`src/rtl/snake_rom_arbiter.sv`:
```
// Shares one snake sprite ROM port between the green and red renderers.
// Per-cycle arbitration, pipelined lookup, fixed grant-to-valid latency.
module snake_rom_arbiter #(
    parameter int          ROM_LAT     = 0,
    parameter logic [23:0] TRANSPARENT = 24'h000000,
    parameter bit          FIXED_PRIO  = 1'b0
) (
    input  logic        i_clk,
    input  logic        i_rst,
    input  logic        i_g_req,
    input  logic [3:0]  i_g_image,
    input  logic [9:0]  i_g_pos_x,
    input  logic [9:0]  i_g_pos_y,
    output logic        o_g_gnt,
    output logic        o_g_valid,
    output logic [23:0] o_g_data,
    input  logic        i_r_req,
    input  logic [3:0]  i_r_image,
    input  logic [9:0]  i_r_pos_x,
    input  logic [9:0]  i_r_pos_y,
    output logic        o_r_gnt,
    output logic        o_r_valid,
    output logic [23:0] o_r_data,
    output logic        o_rom_sel,
    output logic [3:0]  o_rom_image,
    output logic [9:0]  o_rom_pos_x,
    output logic [9:0]  o_rom_pos_y,
    input  logic [23:0] i_rom_data
);

    // Tag fields: [2] valid, [1] sel (1 = red), [0] illegal image
    logic        r_rr_red;
    logic [2:0]  r_tag [0:ROM_LAT];
    logic        w_g_gnt;
    logic        w_r_gnt;
    logic        w_any;
    logic [3:0]  w_image;
    logic [9:0]  w_pos_x;
    logic [9:0]  w_pos_y;
    logic [2:0]  w_cap;
    logic [23:0] w_pix;

    always_comb begin
        w_g_gnt = 1'b0;
        w_r_gnt = 1'b0;
        if (!i_rst) begin
            if (i_g_req && (!i_r_req || FIXED_PRIO || !r_rr_red)) begin
                w_g_gnt = 1'b1;
            end else if (i_r_req) begin
                w_r_gnt = 1'b1;
            end
        end
    end

    assign o_g_gnt = w_g_gnt;
    assign o_r_gnt = w_r_gnt;
    assign w_any   = w_g_gnt | w_r_gnt;
    assign w_image = w_r_gnt ? i_r_image : i_g_image;
    assign w_pos_x = w_r_gnt ? i_r_pos_x : i_g_pos_x;
    assign w_pos_y = w_r_gnt ? i_r_pos_y : i_g_pos_y;
    assign w_cap   = r_tag[ROM_LAT];
    assign w_pix   = w_cap[0] ? TRANSPARENT : i_rom_data;

    always_ff @(posedge i_clk) begin
        if (i_rst) begin
            r_rr_red    <= 1'b0;
            o_rom_sel   <= 1'b0;
            o_rom_image <= 4'd0;
            o_rom_pos_x <= 10'd0;
            o_rom_pos_y <= 10'd0;
            for (int i = 0; i <= ROM_LAT; i++) begin
                r_tag[i] <= 3'b000;
            end
            o_g_valid   <= 1'b0;
            o_r_valid   <= 1'b0;
            o_g_data    <= 24'd0;
            o_r_data    <= 24'd0;
        end else begin
            if (w_any) begin
                r_rr_red    <= w_g_gnt;
                o_rom_sel   <= w_r_gnt;
                o_rom_image <= w_image;
                o_rom_pos_x <= w_pos_x;
                o_rom_pos_y <= w_pos_y;
            end
            r_tag[0] <= {w_any, w_r_gnt, w_any && (w_image >= 4'd14)};
            for (int i = 1; i <= ROM_LAT; i++) begin
                r_tag[i] <= r_tag[i-1];
            end
            o_g_valid <= w_cap[2] && !w_cap[1];
            o_r_valid <= w_cap[2] && w_cap[1];
            if (w_cap[2] && !w_cap[1]) begin
                o_g_data <= w_pix;
            end
            if (w_cap[2] && w_cap[1]) begin
                o_r_data <= w_pix;
            end
        end
    end

endmodule
```
`config.mk`:
```
export PLATFORM = sky130hd
export DESIGN_NAME = snake_rom_arbiter
export DESIGN_NICKNAME = d
export VERILOG_FILES = /design/src/rtl/snake_rom_arbiter.sv
export SDC_FILE = /design/constraint.sdc
export NUM_CORES = 1
export LEC_CHECK = 0
export BUFFER_PORTS_ARGS = -buffer_cell sky130_fd_sc_hd__buf_2
export CAP_MARGIN = 20
export CORE_UTILIZATION = 30
export CTS_CLUSTER_SIZE = 16
export DETAILED_ROUTE_END_ITERATION = 8
export PLACE_DENSITY_LB_ADDON = 0.3
export SLEW_MARGIN = 5
export SYNTH_ARGS = -nofsm -noshare
export SYNTH_HDL_FRONTEND = slang
export SYNTH_SLANG_ARGS = --single-unit
```
`constraint.sdc`:
```
create_clock -name i_clk -period 4.06 [get_ports i_clk]
set_input_delay 0.812 -clock i_clk [delete_from_list [all_inputs] [get_ports i_clk]]
set_output_delay 0.812 -clock i_clk [all_outputs]
set_load 0.02 [all_outputs]
```
==> results by group <==
Worst setup path
  – Worst R2R Start: r_tag[0][1]
  – Largest stage delay, worst path: 0.38 ns
  – Arr. time, crit path: 2.06 ns
  – Critical path required time: 3.25 ns
  – Crit-path cells: buf_2, nor2b_1, and2_4, buf_2
  – R2r endpoint: o_g_data[14]
  – Crit-path most repeated cell: buf_2
  – CP max FO: 30
  – FF-to-FF path depth: 3
  – Reg2reg setup slack: 2.50 ns
  – WS Path Type: input pin to primary output
  – Slowest cell on crit path: buf_2
  – CP Capture Type: primary output
  – Startpoint Class: input pin

Clock network
  – CTS Buffer Depth: 2
  – Post-CTS Repair Setup Buffers: 0
  – # clock sinks: 79
  – Worst skew pair latency: 0.35 ns
  – Cts bufs inserted: 9
  – Root Buffer: clkbuf_8
  – CTS tree: yes
  – Htree depth: 3
  – Hold_buf cts: 0
  – Clock Pin Slew Worst Setup and Hold Paths: 0.08 ns
  – Post_cts resized: 0

Timing
  – Setup TNS: 0 ns
  – Least-Margin Pin Slew: 1.01 ns
  – Final setup violation count: 0
  – Setup slack after layout: 1.19 ns
  – Final Skew: 0.00749 ns
  – Post-route minimum period: 2.87 ns
  – Tcrit/Tclk final: 0.707
  – Final Hold Fails: 0
  – Slew Limit Headroom: 0.330
  – Max frequency: 0.349 GHz
  – RSZ-0062 raised after global routing: no
  – Final Slew Violations: 0

Final layout
  – Synth-to-layout area growth: 31.0%
  – Fraction of layout cells with a size suffix above 1: 0.344
  – Cell Count, Final, Fillers Out: 650
  – N_diodes: 0
  – # nets final: 585
  – Post-Layout Inst Area: 4180 um^2

Logic synthesis
  – Mapped Area: 3190 um^2
  – Synth Area in Compound Gates: 0.227
  – Post-synthesis simple-gate area fraction: 0.192
  – Post-synthesis cell count: 377
  – Unique masters post-synth: 27
  – Synth Area in XOR/XNOR: 0
  – Post-Syn Nets: 453
  – Adder-Cell Fraction of Synth Area: 0
  – Multiplexer share of the synthesized area: 0.00313
  – Post-Syn Area per Cell: 8.47 um^2
  – Sequential share of the synthesized area: 0.495
  – Largest family of logic cells by synthesized area: compound AO/OA/AOI/OAI gates
  – Yosys reg bits: 79
  – Ys Warns: 0

Placed design
  – Detailed Place HPWL: 6.16 mm
  – Area post-placement: 3980 um^2
  – Pre-CTS WS: 1.22 ns
  – DP Cell Count: 634
  – Global placement routability congestion: 0.746
  – Buffers on Ports: 152

Worst hold path
  – WHS Endpoint: o_g_data[2]
  – Hold_sp: o_g_data[2]
  – HP Class: flip-flop to flip-flop
  – Hold Path Depth: 2

Drt
  – Routed vias: 3198
  – Residual DRC count: 0
  – ANT nets after route: 0
  – DR iter-0 viols: 119
  – DRT Pass-1 Iters: 7
  – Wirelength per Cell: 13.7 um
  – WL final: 8.88 mm
  – Routed vias/inst: 4.92

Pwr
  – Leak: 1.94 nW
  – PwrDens: 406 nW/um^2
  – Worst IR drop on VDD: 0.169 mV

Status
  – Status: finished, final reports clean

Floorplan
  – Die Y-Extent: 105 um
  – Ports placed on the boundary: 153
  – DIE WIDTH: 105 um
  – Initial Utilization: 0.309
  – Die area: 11100 um^2
  – Placeable Area: 10300 um^2
  – FP Rows: 37

Global route
  – Number of global-route vias before repair: 2987
  – Number of antenna violations at the first check in global routing: 0
  – Total gr overflow: 0
  – Total track usage: 0.163
  – Largest net degree at the start of global routing: 80
  – First-pass GRT wire length: 14.4 mm

Job
  – # Max-Cap Violations: 0
power breakdown:
part / switching (mW) / internal, mW / total (mW)
Sequential: 0.0251 / 0.817 / 0.842
Combinational: 0.158 / 0.0983 / 0.257
Clock: 0.309 / 0.290 / 0.599
Total: 0.492 / 1.21 / 1.70
worst max path at each step:
stage,start,end,slack [ns],cells after the start
after global placement,i_r_req,o_r_gnt,1.24,4
after floorplan,i_r_req,o_g_gnt,1.52,3
after detailed placement,i_r_req,o_r_gnt,1.22,4
final,i_r_req,o_r_gnt,1.19,4
after CTS,i_r_req,o_r_gnt,1.22,4
after global routing,i_r_req,o_r_gnt,1.11,4
sequential cells by signal (all words and copies together) (netlist names):
register     count
o_g_data        24
o_r_data        24
o_rom_pos_x     10
o_rom_pos_y     10
o_rom_image      4
r_tag            3
o_g_valid        1
o_r_valid        1
o_rom_sel        1
r_rr_red         1
cell type report:
class,count,area [um^2]
fillers,1069,6140
flip-flops and latches,79,1580
multi-input cells,239,1350
repair buffers,155,783
well taps,136,170
clock buffers,9,124
inverters,25,93.8
clock inverters,7,78.8
cells in the final DEF, fill, tap and decap left out, types with 2 or more instances in the layout:
cell	synthesis	routed
a221o_1	23	23
clkinvlp_4	0	3
inv_6	0	3
nor2b_1	26	25
dfxtp_1	79	79
a21oi_1	49	49
clkbuf_8	0	9
nand2_1	97	97
inv_1	24	24
a211oi_1	2	2
buf_2	11	152
nand2b_1	2	2
nor2_1	6	6
a2111oi_0	23	23
and2_1	2	2
buf_4	0	3
per-stage QoR:
stage	hold WS [ns]	power, mW	util
after detailed placement	0.446	1.12	0.386
after floorplan	0.533	1.02	-
after CTS	0.458	1.72	0.405
final	0.458	1.70	0.405
after global routing	0.479	1.79	0.405
after global placement	0.441	1.11	0.386
layer usage:
metal  wire length, um  GRT usage  vias up  part of all wire
met4                87     0.0523        0            0.0098
met5                 0          0        -                 0
met2              4040      0.263      160              0.46
met3               667     0.0437       10             0.075
li1                  -          -     1555                 -
met1              4080      0.212     1473              0.46
cell usage after synthesis:
master,instances,area share
a2111oi_0,23,0.063
a2111oi_2,1,0.0047
a211oi_1,2,0.0047
a21oi_1,49,0.077
a221o_1,23,0.072
a22oi_1,1,0.0024
and2_1,2,0.0039
and2_4,1,0.0027
buf_1,1,0.0012
buf_2,11,0.017
buf_6,2,0.0071
buf_8,1,0.0047
clkbuf_1,18,0.021
clkbuf_2,1,0.0016
dfxtp_1,79,0.50
inv_1,24,0.028
inv_2,1,0.0012
mux2i_1,1,0.0031
nand2_1,97,0.11
nand2b_1,2,0.0039
nand2b_4,1,0.0043
nand3_1,1,0.0016
nand4_1,1,0.0020
nor2_1,6,0.0071
nor2b_1,26,0.051
o21ba_2,1,0.0031
or2_1,1,0.0020
critical path: cells and delay by family:
family | cells | cell delay (ns)
AND/OR/NAND/NOR | 2 | 0.63
buffers and inverters | 2 | 0.61
cell families after synthesis:
logic type,after synthesis
multiplexers,1
buffers and inverters,59
flip-flops,79
AO/OA/AOI/OAI,100
AND/OR/NAND/NOR,138
Power figures use the tool's default switching activity.
